==> config.mk <==
export PLATFORM = sky130hd
export DESIGN_NAME = pixel_readout_arbiter
export DESIGN_NICKNAME = d
export VERILOG_FILES = /design/src/rtl/pixrd_pkg.sv /design/src/rtl/pixel_prio_tree.sv /design/src/rtl/pixel_readout_arbiter.sv
export SDC_FILE = /design/constraint.sdc
export NUM_CORES = 1
export LEC_CHECK = 0
export ABC_AREA = 1
export CORE_MARGIN = 2
export CORE_UTILIZATION = 45
export DETAILED_ROUTE_END_ITERATION = 10
export PLACE_DENSITY = 0.7
export SLEW_MARGIN = 10
export SYNTH_ARGS = -nofsm -noshare
export SYNTH_HDL_FRONTEND = slang
export SYNTH_SLANG_ARGS = --single-unit
==> constraint.sdc <==
create_clock -name CLKIN -period 2.6 [get_ports CLKIN]
set_input_delay 0.52 -clock CLKIN [delete_from_list [all_inputs] [get_ports CLKIN]]
set_output_delay 0.52 -clock CLKIN [all_outputs]
set_load 0.03 [all_outputs]
==> src/rtl/pixrd_pkg.sv <==
// Shared types and helpers for the pixel readout arbiter.
package pixrd_pkg;

  typedef enum logic [1:0] {
    IDLE,
    GRANT,
    WAIT
  } state_t;

  localparam int MAX_NPIX = 256;

  // Result width covers a full 256-pixel group (0..256).
  function automatic logic [8:0] popcount(input logic [MAX_NPIX-1:0] v);
    logic [8:0] c;
    c = '0;
    for (int i = 0; i < MAX_NPIX; i++) begin
      c = c + 9'(v[i]);
    end
    return c;
  endfunction

endpackage

==> src/rtl/pixel_prio_tree.sv <==
// Masked priority encoder built as a binary tree of 2-input nodes; the lower
// index wins at every node, so the root reports the lowest eligible request.
module pixel_prio_tree #(
  parameter  int NPIX = 16,
  localparam int AW   = $clog2(NPIX)
) (
  input  logic [NPIX-1:0] req,
  input  logic [NPIX-1:0] mask,
  output logic [AW-1:0]   idx,
  output logic            found
);

  for (genvar l = 0; l <= AW; l++) begin : g_lvl
    localparam int N = NPIX >> l;
    logic [N-1:0]         f;
    logic [N-1:0][AW-1:0] ix;

    if (l == 0) begin : g_leaf
      for (genvar j = 0; j < N; j++) begin : g_in
        assign f[j]  = req[j] & mask[j];
        assign ix[j] = AW'(j);
      end
    end else begin : g_node
      for (genvar j = 0; j < N; j++) begin : g_pair
        assign f[j]  = g_lvl[l-1].f[2*j] | g_lvl[l-1].f[2*j+1];
        assign ix[j] = g_lvl[l-1].f[2*j] ? g_lvl[l-1].ix[2*j] : g_lvl[l-1].ix[2*j+1];
      end
    end
  end

  assign idx   = g_lvl[AW].ix[0];
  assign found = g_lvl[AW].f[0];

endmodule

==> src/rtl/pixel_readout_arbiter.sv <==
// Frame-based pixel readout arbiter: snapshots hit flags, then drains one
// address per VALID/READY handshake in fixed or round-robin order.
module pixel_readout_arbiter
  import pixrd_pkg::*;
#(
  parameter  int NPIX = 16,
  parameter  int RR   = 0,
  localparam int AW   = $clog2(NPIX)
) (
  input  logic            CLKIN,
  input  logic            RSTN,
  input  logic            EN,
  input  logic [NPIX-1:0] HIT,
  output logic [NPIX-1:0] CLEAR,
  output logic [AW-1:0]   ADDR,
  output logic            VALID,
  input  logic            READY,
  output logic            BUSY,
  output logic            FRAME_END,
  output logic [AW:0]     NHIT
);

  state_t          state;
  logic [NPIX-1:0] pend;
  logic [AW-1:0]   ptr;
  logic [NPIX-1:0] mask;
  logic [NPIX-1:0] acc_1h;
  logic [AW-1:0]   m_idx, u_idx, win;
  logic            m_found, u_found;

  // Thermometer mask: bits at or above the round-robin pointer are eligible.
  assign mask   = (RR != 0) ? ~((NPIX'(1) << ptr) - NPIX'(1)) : '1;
  assign acc_1h = NPIX'(1) << ADDR;
  assign win    = m_found ? m_idx : u_idx;
  assign BUSY   = (state != IDLE);

  pixel_prio_tree #(.NPIX(NPIX)) u_masked (
    .req   (pend),
    .mask  (mask),
    .idx   (m_idx),
    .found (m_found)
  );

  pixel_prio_tree #(.NPIX(NPIX)) u_unmasked (
    .req   (pend),
    .mask  ({NPIX{1'b1}}),
    .idx   (u_idx),
    .found (u_found)
  );

  always_ff @(posedge CLKIN or negedge RSTN) begin
    if (!RSTN) begin
      state     <= IDLE;
      pend      <= '0;
      ptr       <= '0;
      CLEAR     <= '0;
      ADDR      <= '0;
      VALID     <= 1'b0;
      FRAME_END <= 1'b0;
      NHIT      <= '0;
    end else begin
      CLEAR     <= '0;
      FRAME_END <= 1'b0;
      case (state)
        IDLE: begin
          if (EN && (|HIT)) begin
            pend  <= HIT;
            NHIT  <= (AW+1)'(popcount(MAX_NPIX'(HIT)));
            state <= GRANT;
          end
        end
        GRANT: begin
          if (u_found) begin
            ADDR  <= win;
            VALID <= 1'b1;
            state <= WAIT;
          end else begin
            state <= IDLE;
          end
        end
        WAIT: begin
          if (VALID && READY) begin
            VALID      <= 1'b0;
            pend[ADDR] <= 1'b0;
            CLEAR      <= acc_1h;
            if (RR != 0) ptr <= ADDR + AW'(1);
            if (|(pend & ~acc_1h)) begin
              state <= GRANT;
            end else begin
              state     <= IDLE;
              FRAME_END <= 1'b1;
            end
          end
        end
        default: state <= IDLE;
      endcase
    end
  end

endmodule
==> results of run 1 <==
==> stage by stage <==
| stage | utilization, % | hold slack, ns | TNS [ns] |
|---|---|---|---|
| 6_report | 59.3 | 0.371 | -2.81 |
| 5_1_grt | 59.3 | 0.458 | -3.17 |
| 4_1_cts | 58.9 | 0.399 | -2.90 |
| 3_5_place_dp | 57.2 | 0.469 | -7.04 |
| 3_3_place_gp | 57.2 | 0.464 | -6.69 |
| 2_1_floorplan | - | 0.224 | -3.37 |
==> layout make-up <==
| class | count | area share, % |
|---|---|---|
| clock buffer | 6 | 2.09 |
| clock inverter | 2 | 0.288 |
| inverter | 50 | 5.77 |
| multi-input combinational | 232 | 39.0 |
| sequential | 45 | 32.5 |
| tap | 75 | 2.70 |
| timing repair buffer | 66 | 17.7 |
==> how the worst max path moves through the flow <==
| stage | slack (ns) | endpoint | start |
|---|---|---|---|
| after floorplan | -0.83 | NHIT[4] | HIT[15] |
| after CTS | -0.73 | NHIT[4] | HIT[3] |
| after global routing | -0.80 | NHIT[4] | HIT[3] |
| after detailed placement | -1.55 | NHIT[4] | HIT[15] |
| after global placement | -1.49 | NHIT[4] | HIT[15] |
| final | -0.73 | NHIT[4] | HIT[3] |
==> what timing repair did <==
item / 4_1_cts / 5_1_grt
gates resized for setup: 52 / 8
pin swaps: 12 / 9
setup buffers: 2 / 1
setup endpoints to repair: 5 / 5
==> cells by family (layout without fill, tap and decap cells) <==
group | after synthesis | in the layout | synth area share, %
buf+inv | 56 | 124 | 8.45
flops | 45 | 45 | 42.0
simple gates | 168 | 168 | 27.9
compound gates | 46 | 46 | 10.7
fa+ha+maj | 16 | 16 | 10.3
xor+xnor | 2 | 2 | 0.654
==> flip-flops by register name, indices dropped and copies added, names as in the netlist <==
| signal | cells |
|---|---|
| NHIT | 5 |
| pend | 16 |
| state | 2 |
| CLEAR | 16 |
| VALID | 1 |
| ADDR | 4 |
| FRAME_END | 1 |
==> critical path, cell delays in order <==
cell and delay (ns):
buf_8 0.08, inv_4 0.03, fa_1 0.52, fa_1 0.55, fa_2 0.44, fa_1 0.50, inv_2 0.04, ha_4 0.15
fa_2 0.37, nand2_1 0.07, inv_1 0.04, o21ai_1 0.11, o21ai_1 0.08
==> report_power, final <==
| group | switching [W] | internal, W |
|---|---|---|
| registers | 0.000193 | 0.000905 |
| logic | 0.00121 | 0.000733 |
| clock network | 0.000225 | 0.000186 |
==> per-layer routing <==
metal | share of wire [%] | vias up | global-route usage, % | routed length, um
met3 | 4.9 | 10 | 3.89 | 295
met2 | 48 | 71 | 34.9 | 2860
met1 | 46 | 1049 | 27.5 | 2750
met5 | 0 | - | 0 | 0
li1 | - | 1158 | - | -
met4 | 1.8 | 0 | 7.12 | 106
==> cell usage in the layout (no fill, tap or decap), drive strengths merged <==
cell and n:
nand3 7, clkdlybuf4s50 36, o22ai 2, nor2 38, dfrtp 45, o31ai 1, clkbuf 6, fa 10
o21ai 37, nand2 117, xnor2 2, inv 50, buf 29, o211ai 1, nor3 3, ha 6
dlymetal6s2s 1, clkinv 2, nand4 3, a21oi 5
==> results.tsv, run 1 <==
metric	value	unit
status	complete, but fails checks	
violations	setup timing	
yosys_warnings	0	
die_height	81.2	um
antenna_found_initial	0	
regToRegSetupSlack	1.00	ns
r2r_cells	8	
netlist_top_cells_count	108 x nand2_1, 45 x dfrtp_1, 42 x inv_1, 31 x nor2_1, 24 x o21ai_0	
r2r_end	state[0]	
worst_slew_pin_slew	0.968	ns
rsz0062_at_grt	yes	
die-area	0.00659	sq mm
fin_crit	3.33	ns
async_flop_share	100	%
arrival	3.52	ns
cts_hold_buf	0	
viasPerCell	4.81	
reg2reg_from	ADDR[3]	
critPathMaxFanout	2	
finalHoldViolCount	0	
antenna_left	0	
avgSynthCellArea	8.04	sq um
synth_area_leaders	dfrtp_1 42%, nand2_1 15%, fa_1 7.5%, inv_1 5.9%, o21ai_0 4.5%	
layout.nets	436	
setup_ws	-0.726	ns
gp_congestion	0.925	
io_buffers	47	
clk_pin_slew	0.08	ns
worst_setup_path_end_kind	flip-flop	
postSynthCellCount	333	
die_w	81.2	um
synth_seq_cells	45	
crit_required	2.79	ns
drc	0	
drtIter0Drc	125	
hold_path_class	in2async	
postSynthNetCount	369	
stdcell_count	476	
dp.cells	465	
p_leak	1.71	nW
grt_pass1_vias	2237	
cts_buffer_depth	2	
critPathLaunchType	primary input	
drv_slew	0	
drive_gt1_share	23.2	%
p_per_area	995	mW/mm^2
num_vias	2288	
place_ws	-1.55	ns
start_util	45.8	%
ir_drop	0.000698	V
insertion_delay	0.30	ns
drt-pass1-iter-count	4	
synth.largest_area_cell	dfrtp_1	
synthDominantCellAreaShare	42.0	%
netlist_area	0.00268	sq mm
setup_viol_count_final	5	
power.total	0.00345	W
cts_made_buffers	5	
regArea	0.00113	sq mm
grt_first_pass_wirelength	10.4	mm
ioPinCount	48	
placed_cell_area	0.00335	sq mm
synth_ff_type	dfrtp_1	
yosysSeqAreaShare	42.0	%
grt_max_degree	46	
root_buffer	clkbuf_8	
clock-sinks	45	
crit_type	in2reg	
area_growth	29.5	%
fill_cells	526	
synth.most_common_cell	nand2_1	
design.core.area	0.00585	sq mm
period_share	128	%
relSlewSlack	35.4	%
synth_cell_types	27	
wirelength	6.02	mm
grt_overflow	0	
timing.fmax	301	MHz
track_usage	20.9	%
fin_area	0.00347	sq mm
maxCapViolations	0	
rows	28	
multiInputGateArea	0.00135	sq mm
worst_clock_skew	0.0100	ns
cts_tree	yes	
dpl.hpwl	4.89	mm
cts_htree_levels	2	
wl_per_cell	12.6	um
synth_edf_count	0	
diodes	0	
(Power assumes the default switching activity.)
==> run 2: changes to the inputs <==
SLEW_MARGIN = default   (was 10)
==> results of run 2 <==
Same layout as run 1: the final DEF is identical, and so are final timing and power.
==> run 3: changes to the inputs <==
SKIP_LAST_GASP = 1   (was default)
==> results of run 3 <==
Same layout as run 1: the final DEF is identical, and so are final timing and power.
